### config.mk
export PLATFORM = sky130hd
export DESIGN_NAME = axi4_lite_xbar
export DESIGN_NICKNAME = d
export VERILOG_FILES = /design/src/rtl/axi4_lite_xbar_pkg.sv /design/src/rtl/axi4_lite_xbar_decode.sv /design/src/rtl/axi4_lite_xbar.sv
export SDC_FILE = /design/constraint.sdc
export NUM_CORES = 1
export LEC_CHECK = 0
export CAP_MARGIN = 10
export CORE_AREA = 2 2 282 284
export DETAILED_ROUTE_END_ITERATION = 8
export DIE_AREA = 0 0 284 286
export SLEW_MARGIN = 20
export SYNTH_ARGS = -nofsm -noshare
export SYNTH_HDL_FRONTEND = slang
export SYNTH_HIERARCHICAL = 1
export SYNTH_SLANG_ARGS = --single-unit
### constraint.sdc
create_clock -name clk -period 3.2 [get_ports clk]
set_input_delay 0.64 -clock clk [delete_from_list [all_inputs] [get_ports clk]]
set_output_delay 0.64 -clock clk [all_outputs]
set_load 0.02 [all_outputs]
### src/rtl/axi4_lite_xbar_pkg.sv
// Shared AXI4-Lite response/FSM types and the default SoC address map for the crossbar.
package axi4_lite_xbar_pkg;

   typedef enum logic [1:0] {
      OKAY   = 2'b00,
      EXOKAY = 2'b01,
      SLVERR = 2'b10,
      DECERR = 2'b11
   } axi_resp_t;

   typedef enum logic [2:0] {W_IDLE, W_COLLECT, W_FWD, W_WAIT, W_RESP} wr_state_t;
   typedef enum logic [1:0] {R_IDLE, R_FWD, R_WAIT, R_RESP} rd_state_t;

   // Default SoC map: four 4 KiB windows (GPIO, VGA, UART, timers)
   localparam int MAP_N_SUB = 4;
   localparam logic [MAP_N_SUB*32-1:0] MAP_SUB_BASE_ADDR =
      {32'h0000_3000, 32'h0000_2000, 32'h0000_1000, 32'h0000_0000};
   localparam logic [MAP_N_SUB*8-1:0] MAP_SUB_ADDR_WIDTH = {4{8'd12}};

endpackage

### src/rtl/axi4_lite_xbar_decode.sv
// Address window decoder: one-hot select, index, miss flag and window-local offset.
module axi4_lite_xbar_decode
   import axi4_lite_xbar_pkg::*;
#(
   parameter int N_SUB = 4,
   parameter int ADDR_WIDTH = 32,
   parameter int IDX_W = 2,
   parameter logic [N_SUB*ADDR_WIDTH-1:0] SUB_BASE_ADDR = '0,
   parameter logic [N_SUB*8-1:0] SUB_ADDR_WIDTH = '0
) (
   input  logic [ADDR_WIDTH-1:0] addr,
   output logic [N_SUB-1:0]      sel_oh,
   output logic [IDX_W-1:0]      sel_idx,
   output logic                  miss,
   output logic [ADDR_WIDTH-1:0] local_addr
);

   // Scan from the top index down so the lowest matching window wins on overlap
   always_comb begin
      sel_oh     = '0;
      sel_idx    = '0;
      miss       = 1'b1;
      local_addr = '0;
      for (int i = N_SUB - 1; i >= 0; i--) begin
         if ((addr >> SUB_ADDR_WIDTH[i*8 +: 8]) ==
             (SUB_BASE_ADDR[i*ADDR_WIDTH +: ADDR_WIDTH] >> SUB_ADDR_WIDTH[i*8 +: 8])) begin
            sel_oh     = '0;
            sel_oh[i]  = 1'b1;
            sel_idx    = IDX_W'(i);
            miss       = 1'b0;
            local_addr = addr & ~({ADDR_WIDTH{1'b1}} << SUB_ADDR_WIDTH[i*8 +: 8]);
         end
      end
   end

endmodule

### src/rtl/axi4_lite_xbar.sv
// AXI4-Lite 1-to-N crossbar with independent read/write FSMs, decode error and response timeout.
module axi4_lite_xbar
   import axi4_lite_xbar_pkg::*;
#(
   parameter int DATA_WIDTH = 32,
   parameter int ADDR_WIDTH = 32,
   parameter int N_SUB = 4,
   parameter logic [N_SUB*ADDR_WIDTH-1:0] SUB_BASE_ADDR = MAP_SUB_BASE_ADDR,
   parameter logic [N_SUB*8-1:0] SUB_ADDR_WIDTH = MAP_SUB_ADDR_WIDTH,
   parameter int TIMEOUT = 255
) (
   input  logic clk,
   input  logic rst,
   input  logic [ADDR_WIDTH-1:0]   m_awaddr,
   input  logic                    m_awvalid,
   output logic                    m_awready,
   input  logic [DATA_WIDTH-1:0]   m_wdata,
   input  logic [DATA_WIDTH/8-1:0] m_wstrb,
   input  logic                    m_wvalid,
   output logic                    m_wready,
   output logic [1:0]              m_bresp,
   output logic                    m_bvalid,
   input  logic                    m_bready,
   input  logic [ADDR_WIDTH-1:0]   m_araddr,
   input  logic                    m_arvalid,
   output logic                    m_arready,
   output logic [DATA_WIDTH-1:0]   m_rdata,
   output logic [1:0]              m_rresp,
   output logic                    m_rvalid,
   input  logic                    m_rready,
   output logic [N_SUB-1:0][ADDR_WIDTH-1:0]   s_awaddr,
   output logic [N_SUB-1:0]                   s_awvalid,
   input  logic [N_SUB-1:0]                   s_awready,
   output logic [N_SUB-1:0][DATA_WIDTH-1:0]   s_wdata,
   output logic [N_SUB-1:0][DATA_WIDTH/8-1:0] s_wstrb,
   output logic [N_SUB-1:0]                   s_wvalid,
   input  logic [N_SUB-1:0]                   s_wready,
   input  logic [N_SUB-1:0][1:0]              s_bresp,
   input  logic [N_SUB-1:0]                   s_bvalid,
   output logic [N_SUB-1:0]                   s_bready,
   output logic [N_SUB-1:0][ADDR_WIDTH-1:0]   s_araddr,
   output logic [N_SUB-1:0]                   s_arvalid,
   input  logic [N_SUB-1:0]                   s_arready,
   input  logic [N_SUB-1:0][DATA_WIDTH-1:0]   s_rdata,
   input  logic [N_SUB-1:0][1:0]              s_rresp,
   input  logic [N_SUB-1:0]                   s_rvalid,
   output logic [N_SUB-1:0]                   s_rready
);

   localparam int IDX_W = (N_SUB > 1) ? $clog2(N_SUB) : 1;
   localparam int CNT_W = (TIMEOUT > 0) ? $clog2(TIMEOUT + 1) : 1;
   localparam logic [CNT_W-1:0] CNT_LAST = CNT_W'(TIMEOUT - 1);

   wr_state_t w_state;
   rd_state_t r_state;
   logic out_en;
   logic aw_have, w_have, aw_pend, w_pend;
   logic [CNT_W-1:0] w_cnt, r_cnt;
   axi_resp_t bresp_q, rresp_q;
   logic [DATA_WIDTH-1:0]   rdata_q, wdata_q;
   logic [DATA_WIDTH/8-1:0] wstrb_q;
   logic [ADDR_WIDTH-1:0]   awaddr_q, araddr_q;

   logic [N_SUB-1:0] w_sel_oh, r_sel_oh;
   logic [IDX_W-1:0] w_sel, r_sel;
   logic w_miss, r_miss;
   logic [ADDR_WIDTH-1:0] w_local, r_local;
   logic aw_fire, w_fire, ar_fire, w_timeout, r_timeout;

   axi4_lite_xbar_decode #(.N_SUB(N_SUB), .ADDR_WIDTH(ADDR_WIDTH), .IDX_W(IDX_W),
      .SUB_BASE_ADDR(SUB_BASE_ADDR), .SUB_ADDR_WIDTH(SUB_ADDR_WIDTH)) u_w_decode (
      .addr(awaddr_q), .sel_oh(w_sel_oh), .sel_idx(w_sel), .miss(w_miss), .local_addr(w_local));

   axi4_lite_xbar_decode #(.N_SUB(N_SUB), .ADDR_WIDTH(ADDR_WIDTH), .IDX_W(IDX_W),
      .SUB_BASE_ADDR(SUB_BASE_ADDR), .SUB_ADDR_WIDTH(SUB_ADDR_WIDTH)) u_r_decode (
      .addr(araddr_q), .sel_oh(r_sel_oh), .sel_idx(r_sel), .miss(r_miss), .local_addr(r_local));

   // Readies stay low during reset and the first cycle after it
   always_ff @(posedge clk or posedge rst) begin
      if (rst) out_en <= 1'b0;
      else     out_en <= 1'b1;
   end

   assign m_awready = out_en && (w_state == W_IDLE || w_state == W_COLLECT) && !aw_have;
   assign m_wready  = out_en && (w_state == W_IDLE || w_state == W_COLLECT) && !w_have;
   assign m_arready = out_en && (r_state == R_IDLE);
   assign aw_fire   = m_awvalid && m_awready;
   assign w_fire    = m_wvalid && m_wready;
   assign ar_fire   = m_arvalid && m_arready;
   assign w_timeout = (TIMEOUT != 0) && (w_cnt == CNT_LAST);
   assign r_timeout = (TIMEOUT != 0) && (r_cnt == CNT_LAST);

   assign s_awvalid = (w_state == W_FWD && aw_pend) ? w_sel_oh : '0;
   assign s_wvalid  = (w_state == W_FWD && w_pend) ? w_sel_oh : '0;
   assign s_arvalid = (r_state == R_FWD) ? r_sel_oh : '0;
   assign s_bready  = !out_en ? '0 :
                      (w_state == W_IDLE || w_state == W_COLLECT) ? '1 :
                      (w_state == W_WAIT) ? w_sel_oh : '0;
   assign s_rready  = !out_en ? '0 : (r_state == R_IDLE) ? '1 :
                      (r_state == R_WAIT) ? r_sel_oh : '0;
   assign m_bvalid  = (w_state == W_RESP);
   assign m_rvalid  = (r_state == R_RESP);
   assign m_bresp   = bresp_q;
   assign m_rresp   = rresp_q;
   assign m_rdata   = rdata_q;

   for (genvar i = 0; i < N_SUB; i++) begin : g_fanout
      assign s_awaddr[i] = w_local;
      assign s_wdata[i]  = wdata_q;
      assign s_wstrb[i]  = wstrb_q;
      assign s_araddr[i] = r_local;
   end

   always_ff @(posedge clk) begin
      if (aw_fire) awaddr_q <= m_awaddr;
      if (w_fire) begin
         wdata_q <= m_wdata;
         wstrb_q <= m_wstrb;
      end
      if (ar_fire) araddr_q <= m_araddr;
   end

   // Decode misses are resolved in the first FWD cycle, where no subordinate valid is raised
   always_ff @(posedge clk or posedge rst) begin
      if (rst) begin
         w_state <= W_IDLE;
         aw_have <= 1'b0;
         w_have  <= 1'b0;
         aw_pend <= 1'b0;
         w_pend  <= 1'b0;
         w_cnt   <= '0;
         bresp_q <= OKAY;
      end else begin
         case (w_state)
            W_IDLE, W_COLLECT: begin
               if (aw_fire) aw_have <= 1'b1;
               if (w_fire)  w_have  <= 1'b1;
               if ((aw_have || aw_fire) && (w_have || w_fire)) begin
                  w_state <= W_FWD;
                  aw_have <= 1'b0;
                  w_have  <= 1'b0;
                  aw_pend <= 1'b1;
                  w_pend  <= 1'b1;
                  w_cnt   <= '0;
               end else if (aw_fire || w_fire) begin
                  w_state <= W_COLLECT;
               end
            end
            W_FWD: begin
               if (w_miss || w_timeout) begin
                  bresp_q <= w_miss ? DECERR : SLVERR;
                  aw_pend <= 1'b0;
                  w_pend  <= 1'b0;
                  w_state <= W_RESP;
               end else begin
                  if (s_awready[w_sel]) aw_pend <= 1'b0;
                  if (s_wready[w_sel])  w_pend  <= 1'b0;
                  if ((!aw_pend || s_awready[w_sel]) && (!w_pend || s_wready[w_sel]))
                     w_state <= W_WAIT;
                  w_cnt <= w_cnt + 1'b1;
               end
            end
            W_WAIT: begin
               if (s_bvalid[w_sel]) begin
                  bresp_q <= axi_resp_t'(s_bresp[w_sel]);
                  w_state <= W_RESP;
               end else if (w_timeout) begin
                  bresp_q <= SLVERR;
                  w_state <= W_RESP;
               end else begin
                  w_cnt <= w_cnt + 1'b1;
               end
            end
            W_RESP:  if (m_bready) w_state <= W_IDLE;
            default: w_state <= W_IDLE;
         endcase
      end
   end

   always_ff @(posedge clk or posedge rst) begin
      if (rst) begin
         r_state <= R_IDLE;
         r_cnt   <= '0;
         rresp_q <= OKAY;
         rdata_q <= '0;
      end else begin
         case (r_state)
            R_IDLE: if (ar_fire) begin
               r_state <= R_FWD;
               r_cnt   <= '0;
            end
            R_FWD: begin
               if (r_miss || r_timeout) begin
                  rresp_q <= r_miss ? DECERR : SLVERR;
                  rdata_q <= '0;
                  r_state <= R_RESP;
               end else begin
                  if (s_arready[r_sel]) r_state <= R_WAIT;
                  r_cnt <= r_cnt + 1'b1;
               end
            end
            R_WAIT: begin
               if (s_rvalid[r_sel]) begin
                  rresp_q <= axi_resp_t'(s_rresp[r_sel]);
                  rdata_q <= s_rdata[r_sel];
                  r_state <= R_RESP;
               end else if (r_timeout) begin
                  rresp_q <= SLVERR;
                  rdata_q <= '0;
                  r_state <= R_RESP;
               end else begin
                  r_cnt <= r_cnt + 1'b1;
               end
            end
            R_RESP:  if (m_rready) r_state <= R_IDLE;
            default: r_state <= R_IDLE;
         endcase
      end
   end

endmodule

Word-level counts from Yosys, hierarchy flattened
Index checks and enable logic that the tools add are counted.
- output and inout port bits: 461
- flip-flop bits (word level): 162
- logic and storage cells: 206
- input port bits: 271
- eq/ne operators: 34
- add/subtract/negate cells: 2
- order comparisons: 2
- multiplexer cells: 107
- reductions and logical operators: 45
- operators by type and width (kind ; number):
    $mux W32 ; 10
    $eq A20 B2 Y1 const B ; 4
    $mux W4 ; 17
    $bmux W32 S2 ; 1
    $logic_not A32 Y1 ; 2
    $mux W8 ; 8
    $pmux W32 S2 ; 1
    $pmux W8 S3 ; 2
    $mux W2 ; 22
    $eq A20 B1 Y1 const B ; 2
    $mux W1 ; 24
    $mux W12 ; 2
    $mux W3 ; 7
    $add A8 B1 Y8 const B ; 2
    $eq A8 B8 Y1 const B ; 2
    $ne A2 B2 Y1 const B ; 8
    $ne A3 B1 Y1 const B ; 4
    $pmux W3 S4 ; 1
    $reduce_and A3 Y1 ; 4
    $logic_and A1 B1 Y1 ; 11
    $bmux W1 S2 ; 5
    $reduce_and A5 Y1 ; 2
    $reduce_bool A2 Y1 ; 5
    $bmux W2 S2 ; 2
    20 further kinds ; 42

Logic depth before layout (Yosys ltp)
Gate-level depths: netlist (run 1).
- word-level depth: 12
- depth in mapped cells: 14
- gate-level depth less buffers: 8

Hierarchy
Netlist (run 1), hierarchy kept.
- by module, submodules not included (module ; instances ; cells an instance ; sequential area each (um2) ; area an instance (um2)):
    axi4_lite_xbar ; 1 ; 829 ; 4554.4 ; 9511.6
    axi4_lite_xbar_decode ; 2 ; 49 ; 0.0 ; 364.1

Worst setup path after synthesis (run 1)
OpenSTA, ideal clock, no wires.
- path kind: flip-flop to flip-flop
- start: reg araddr_q[25]
- end: reg r_cnt[6]
- setup slack: -126 ps
- required time: 3096 ps
- data arrival time: 3222 ps
- stages on the path, launching flop included: 13
- cell sequence: edfxtp_1 > or4_4 > nor4_4 > buf_6 > and3_1 > buf_6 > mux4_2 > buf_6 > a21oi_2 > o221ai_2 > or2_0 > buf_2 > o41ai_2
- word-level cells in the longest chain between the ends: 9
- elaborated cells between the ends (all ways): 18
- classes of those cells: eq/ne (5); mux (10); reduce/logical (3)
- RTL lines (what ; line ; source):
    start, declared ; axi4_lite_xbar.sv:62 ; logic [ADDR_WIDTH-1:0] awaddr_q, araddr_q;
    start signal, assigned ; axi4_lite_xbar.sv:120 ; if (ar_fire) araddr_q <= m_araddr;
    $eq A20 B2 Y1 ; axi4_lite_xbar_decode.sv:25 ; if ((addr >> SUB_ADDR_WIDTH[i*8 +: 8]) ==
    $mux W2 (3 in series) ; axi4_lite_xbar_decode.sv:25 ;
    $mux W2 * ; axi4_lite_xbar_decode.sv:25 ;
    named net r_sel[0] ; axi4_lite_xbar.sv:65 ; logic [IDX_W-1:0] w_sel, r_sel;
    $bmux W1 S2 * ; axi4_lite_xbar.sv:203 ; if (s_rvalid[r_sel]) begin
    $mux W1 (not written as such) * ; axi4_lite_xbar.sv:203 ;
    $ne A2 B2 Y1 (no line) * ; - ;
    $reduce_and A5 Y1 (no line) * ; - ;
    end signal, assigned ; axi4_lite_xbar.sv:199 ; r_cnt <= r_cnt + 1'b1;
    end signal, assigned ; axi4_lite_xbar.sv:212 ; r_cnt <= r_cnt + 1'b1;
    end, declared ; axi4_lite_xbar.sv:58 ; logic [CNT_W-1:0] w_cnt, r_cnt;
Mark *: on every way through the listed nets, which the timed path passes. The rest lies on a longest branch. The select of a mux whose other input is x is not followed.
A chain may end at the register's enable or synchronous reset.

Worst setup path after layout (run 1)
- start: reg araddr_q[19]
- end: reg rdata_q[29], in the netlist m_rdata[29]
- word-level cells in the longest chain between the ends: 9
- elaborated cells between the ends (all ways): 22
- classes of those cells: eq/ne (5); mux (14); reduce/logical (3)
- RTL lines (what ; line ; source):
    $eq A20 B2 Y1 ; axi4_lite_xbar_decode.sv:25 ;
    $mux W2 (3 in series) ; axi4_lite_xbar_decode.sv:25 ;
    $mux W2 * ; axi4_lite_xbar_decode.sv:25 ;
    named net r_sel[0] ; axi4_lite_xbar.sv:65 ;
    $bmux W1 S2 or $bmux W32 S2 (tied branches) ; axi4_lite_xbar.sv:203, axi4_lite_xbar.sv:205 ;
    $mux W1 (not written as such) or $mux W32 (tied branches) ; axi4_lite_xbar.sv:203, axi4_lite_xbar.sv:205 ;
    $ne A3 B2 Y1 (no line) or $mux W32 (tied branches) ; - ;
    $reduce_and A3 Y1 (no line) or $pmux W32 S2 (tied branches) ; - ;
    end signal, assigned ; axi4_lite_xbar.sv:205 ; rdata_q <= s_rdata[r_sel];
    end, declared ; axi4_lite_xbar.sv:60 ; logic [DATA_WIDTH-1:0] rdata_q, wdata_q;
Marks and branches as above.

==> results of run 1 <==
[cells by family after synthesis]
family | count (synthesis) | synth area share [%]
buffers and inverters | 385 | 27.0
AOI/OAI and AO/OA | 94 | 5.45
muxes | 44 | 9.35
other | 3 | 0.110
xor gates and xnor gates | 2 | 0.171
DFF | 162 | 44.5
and+or+nand+nor | 228 | 12.3
adders and majority gates | 9 | 1.10
[layer usage]
layer	GRT usage [%]	wire length [um]	up-vias
li1	-	-	3482
met1	10.6	15900	3846
met2	15.5	20000	438
met3	3.32	3080	46
met4	4.01	1310	0
met5	0	0	-
[stage by stage]
step           worst slack [ns]  hold slack (ns)  power, uW  std cells
2_1_floorplan           -0.0972            0.438       4860        965
3_5_place_dp            -0.0326            0.471       6190       2235
4_1_cts                  -0.122            0.484       8580       2274
6_report                0.00553            0.487       9010       2287
3_3_place_gp            -0.0610            0.463       6120       2235
5_1_grt                  -0.142            0.514       9550       2287
[worst max-delay path: cells and delay by family (launching register included)]
family / cells / cell delay [ns]
muxes: 1 / 0.58
buffers and inverters: 3 / 0.49
DFF: 1 / 0.36
and+or+nand+nor: 5 / 1.33
AOI/OAI and AO/OA: 2 / 0.36
[report_power, final]
| part | internal (uW) | total (uW) | switching, uW |
|---|---|---|---|
| registers | 2610 | 2960 | 355 |
| logic | 1640 | 3790 | 2150 |
| clock network | 1120 | 2260 | 1130 |
| total | 5370 | 9010 | 3640 |
[cell type report]
type	count	area, um2
fillers	8586	62400
repair buffers	614	5920
flip-flops and latches	162	4550
multi-input cells	420	3500
well taps	1050	1310
clock buffers	17	425
clock inverters	15	183
inverters	9	35.0
[registers in the layout, summed over array words and instances (netlist names)]
| signal | count |
|---|---|
| wstrb_q | 4 |
| w_cnt | 8 |
| w_state | 3 |
| w_pend | 1 |
| awaddr_q | 32 |
| aw_have | 1 |
| aw_pend | 1 |
| w_have | 1 |
| m_rresp | 2 |
| m_rdata | 32 |
| r_state | 2 |
| r_cnt | 8 |
| m_bresp | 2 |
| wdata_q | 32 |
| araddr_q | 32 |
| out_en | 1 |
[cell usage after synthesis (3+ instances only)]
cell / n / share of area, %
and4b_1: 4 / 0.39
dfrtp_1: 62 / 15
a21oi_1: 26 / 1.3
nor2b_1: 9 / 0.55
buf_2: 10 / 0.49
nand2b_1: 5 / 0.31
clkbuf_1: 20 / 0.73
edfxtp_1: 100 / 29
o31ai_1: 7 / 0.51
mux2i_1: 3 / 0.29
buf_4: 341 / 25
ha_1: 9 / 1.1
o21ai_1: 24 / 1.2
o21ai_0: 22 / 1.1
or4_1: 7 / 0.51
buf_6: 4 / 0.44
nor4_1: 3 / 0.18
nand4_1: 3 / 0.18
and3_2: 4 / 0.29
nor2_1: 22 / 0.81
nor3_1: 3 / 0.15
and4_1: 3 / 0.26
and2_1: 11 / 0.67
inv_1: 9 / 0.33
nand2_1: 63 / 2.3
conb_1: 3 / 0.11
nand3_1: 37 / 1.8
mux4_2: 40 / 8.8
and3_1: 38 / 2.3
[repair_timing]
| item | 4_1_cts | 5_1_grt |
|---|---|---|
| pin swaps | 4 | 40 |
| setup endpoints to repair | 117 | 147 |
| resized for setup | 324 | 218 |
| hold buffers | 0 | 0 |
| cloned | 1 | 8 |
| setup buffers | 6 | 6 |
[how the worst min path moves through the flow]
stage / cells past startpoint / startpoint / to / slack, ns
floorplan: 1 / r_cnt[7] / r_cnt[7] / 0.44
global placement: 2 / m_rdata[14] / m_rdata[14] / 0.46
detailed placement: 2 / m_rdata[14] / m_rdata[14] / 0.47
CTS: 2 / rst / m_rresp[1] / 0.48
global route: 2 / m_rdata[14] / m_rdata[14] / 0.51
finish: 2 / m_rdata[14] / m_rdata[14] / 0.49
==> results_dict.tcl, run 1 <==
set metrics [dict create \
    r2r_end "m_rdata[29]" \
    arrival_ns 3.61 \
    final_cell_mix "455 x clkdlybuf4s50_1, 100 x edfxtp_1, 62 x dfrtp_1, 43 x buf_4, 41 x conb_1" \
    drive_above_1_share_pct 25.0 \
    setup_tns_ns 0 \
    grt_overflow 0 \
    finalHoldViolations 0 \
    final_common_cell "clkdlybuf4s50_1" \
    antenna_found_initial 3 \
    worstSetupPathType "flop to flop" \
    ys_ff_latch 162 \
    h-tree-depth 4 \
    cpPeakStageDelay_ns 0.58 \
    ir_drop_uv 376 \
    synth_cell_type_count 54 \
    rrSetupSlack_ns 0.006 \
    endpoint_kind "flop" \
    fp.dieArea_um2 81200 \
    vias 7812 \
    period_share_pct 99.8 \
    grt_first_pass_wirelength_mm 53.6 \
    worstSetupStartpointType "flop" \
    antenna_cells 0 \
    fin_util_pct 20.3 \
    grt_max_degree 37 \
    syn_avg_cell_area_um2 11.0 \
    grt_usage_pct 9.23 \
    coreArea_um2 78400 \
    wl_per_cell_um 17.6 \
    cellPowerDensity_nw_per_um2 566 \
    drc 0 \
    cts_buffers 17 \
    place_area_um2 14900 \
    setup_viol 0 \
    synth_warnings 6 \
    totalWireLength_mm 40.3 \
    insertion_delay_ns 0.49 \
    power.leakage_uw 0.00597 \
    maxCapViolations 0 \
    syn_inst 927 \
    synth_edf_count 100 \
    rows 103 \
    clock_skew_ns 0.0186 \
    ys_seq_area_share_pct 44.5 \
    startpoint "araddr_q[19]" \
    design_area_um2 15900 \
    synthArstFlopShare_pct 38.3 \
    syn_to_final_growth_pct 55.5 \
    slew_viol_final 0 \
    cp.required_ns 3.61 \
    cp_slowest_cell "mux4_2" \
    max-slew-margin-rel_pct 59.6 \
    cts_buffer_depth 2 \
    path_cells "or4_4 -> nor4_4 -> buf_4 -> buf_6 -> and3_4 -> mux4_2 -> a211oi_4 -> or3_4 -> clkbuf_16 -> nand2_2 -> o21ai_1" \
    synthFlopType "edfxtp_1" \
    gp_congestion 0.861 \
    antenna_left 0 \
    clock_sinks 162 \
    fmaxAchievable_mhz 313 \
    grt_pass1_vias 7792 \
    initialDrtViolationCount 384 \
    outcome "completed" \
    io_buffers 571 \
    hold_path_class "flop to flop" \
    tightest_slew_ns 0.604 \
    cts_root_buf "clkbuf_16" \
    firstDrtPassIters 4 \
    vias_per_cell 3.42 \
    rsz0062_at_grt "yes" \
    period_needed_ns 3.19 \
    cp-endpoint "m_rdata[29]" \
    clk_pin_slew_ns 0.07 \
    syn_area_um2 10200 \
    die_w_um 284 \
    cts_tree "yes" \
    initial_utilization_pct 13.1 \
    dp_hpwl_mm 31.6 \
    layout.nets 1504 \
    worstPathMaxFanout 7 \
    ios 732 \
    reg2reg_depth 11 \
    regToRegStartpoint "araddr_q[19]" \
    die_h_um 286 \
]
Power figures use the tool's default switching activity.
==> run 2, diff against run 1 <==
TNS_END_PERCENT = 10   (was default)
==> results_dict.tcl, run 2 (synthesis gave the netlist of run 1 again) <==
set metrics [dict create \
    ios 732 \
    io_buffers 571 \
    maxCapViolations 0 \
    outcome "completed" \
    layout.nets 1490 \
    firstDrtPassIters 5 \
    power.leakage_uw 0.00572 \
    vias 7725 \
    arrival_ns 3.49 \
    cp.required_ns 3.57 \
    finalPower_uw 8650 \
    clock_sinks 162 \
    initialDrtViolationCount 322 \
    rsz0062_at_grt "yes" \
    period_needed_ns 3.12 \
    grt_usage_pct 9.19 \
    ir_drop_uv 373 \
    endpoint_kind "flop" \
    top_usage_layer "met2" \
    syn_to_final_growth_pct 52.1 \
    coreArea_um2 78400 \
    setup_tns_ns 0 \
    totalWireLength_mm 39.5 \
    cts_tree "yes" \
    die_w_um 284 \
    final_cell_mix "455 x clkdlybuf4s50_1, 100 x edfxtp_1, 62 x dfrtp_1, 60 x nand2_1, 43 x clkdlybuf4s15_2" \
    postCtsHoldBufs 0 \
    hold_end "m_rdata[5]" \
    placed_cells 2232 \
    cellPowerDensity_nw_per_um2 556 \
    final_common_cell "clkdlybuf4s50_1" \
    antenna_cells 0 \
    hold_path_class "flop to flop" \
    slew_viol_final 0 \
    regToRegStartpoint "araddr_q[25]" \
    rows 103 \
    period_share_pct 97.6 \
    worstSetupPathType "flop to flop" \
    max-slew-margin-rel_pct 51.5 \
    worstPathMaxFanout 17 \
    cts_root_buf "clkbuf_16" \
    clk_pin_slew_ns 0.09 \
    cts_buffer_depth 2 \
    finalHoldViolations 0 \
    h-tree-depth 4 \
    drive_above_1_share_pct 20.4 \
    holdCritStartpoint "m_rdata[5]" \
    wl_per_cell_um 17.4 \
    gp_congestion 0.850 \
    antenna_left 0 \
    clock_skew_ns 0.0170 \
    vias_per_cell 3.40 \
    use_met2_pct 15.3 \
    nFillCells 8644 \
    reg2reg_depth 9 \
    rrSetupSlack_ns 0.08 \
    dp_hpwl_mm 31.5 \
    grt_overflow 0 \
    whs_path_depth 2 \
    grt_max_degree 69 \
    setup_viol 0 \
    initial_utilization_pct 13.1 \
    die_h_um 286 \
    tightest_slew_ns 0.727 \
    r2r_end "m_rdata[8]" \
    instances_no_fill 2273 \
    met1_usage_pct 10.3 \
    cts_buffers 17 \
    grt_use_met3_pct 3.50 \
    insertion_delay_ns 0.48 \
    antenna_found_initial 4 \
    grt_pass1_vias 8053 \
    fp.dieArea_um2 81200 \
    fmaxAchievable_mhz 320 \
    worstSetupStartpointType "flop" \
    grt_first_pass_wirelength_mm 53.7 \
    fin_util_pct 19.9 \
    drc 0 \
]
run 2: changes by cell type in the layout (fill, tap and decap cells not counted), sizes merged:
| cell | delta |
|---|---|
| clkbuf | -15 |
| buf | -27 |
| dlygate4sd2 | -2 |
| or3 | -2 |
| clkinv | +1 |
| clkdlybuf4s15 | +32 |
| clkinvlp | -1 |
run 2: power by group:
| group | switching, uW | internal (uW) | total (uW) |
|---|---|---|---|
| Clock | 1180 | 1160 | 2330 |
| Combinational | 1970 | 1430 | 3390 |
| Sequential | 316 | 2610 | 2930 |
| Total | 3460 | 5190 | 8650 |
run 2: area by class of cell:
class                           instances  area, um2  share of cell area (%)
Timing Repair Buffer                  602       5840                    37.5
Clock inverter                         15        220                    1.41
Multi-Input combinational cell        418       3190                    20.5
Sequential cell                       162       4550                    29.2
Clock buffer                           17        425                    2.73
Tap cell                             1050       1310                    8.44
Inverter                                9       35.0                   0.225
run 2: what timing repair did:
item | 4_1_cts | 5_1_grt
gates cloned | 0 | 3
endpoints found under the setup margin | 119 | 136
resized for setup | 334 | 79
buffers inserted | 5 | 1
pin swaps | 2 | 4
run 2: critical path, cell delays in order, from the launching register on:
cell and delay, ns:
edfxtp_1 0.37, or4_4 0.56, nor4_4 0.27, buf_4 0.18, and3_4 0.25, mux4_2 0.59
a211oi_4 0.21, or3_4 0.26, clkbuf_16 0.22, o21ai_0 0.10
run 2: worst max path at each step:
stage	from	endpoint	slack [ns]	cells past startpoint
3_5_place_dp	araddr_q[18]	r_cnt[7]	-0.007	8
2_1_floorplan	araddr_q[18]	r_cnt[6]	-0.1	12
5_1_grt	araddr_q[25]	r_cnt[6]	-0.07	9
4_1_cts	araddr_q[25]	s_araddr[71]	-0.11	6
3_3_place_gp	araddr_q[21]	s_rready[3]	0.03	7
6_report	araddr_q[25]	m_rdata[8]	0.08	9
run 2: stage by stage:
| stage | hold slack, ns | instance area (um2) | worst slack [ns] |
|---|---|---|---|
| floorplan | 0.438 | 10400 | -0.0972 |
| global placement | 0.466 | 14900 | 0.0285 |
| detailed placement | 0.471 | 14900 | -0.00660 |
| CTS | 0.494 | 15600 | -0.112 |
| global route | 0.528 | 15600 | -0.0671 |
| finish | 0.488 | 15600 | 0.0753 |
run 2: per-layer routing:
| metal | vias up | share of wire (%) |
|---|---|---|
| met1 | 3801 | 39 |
| met4 | 4 | 3.3 |
| met5 | - | 0.066 |
| met2 | 430 | 49 |
| met3 | 47 | 8.5 |
| li1 | 3443 | - |
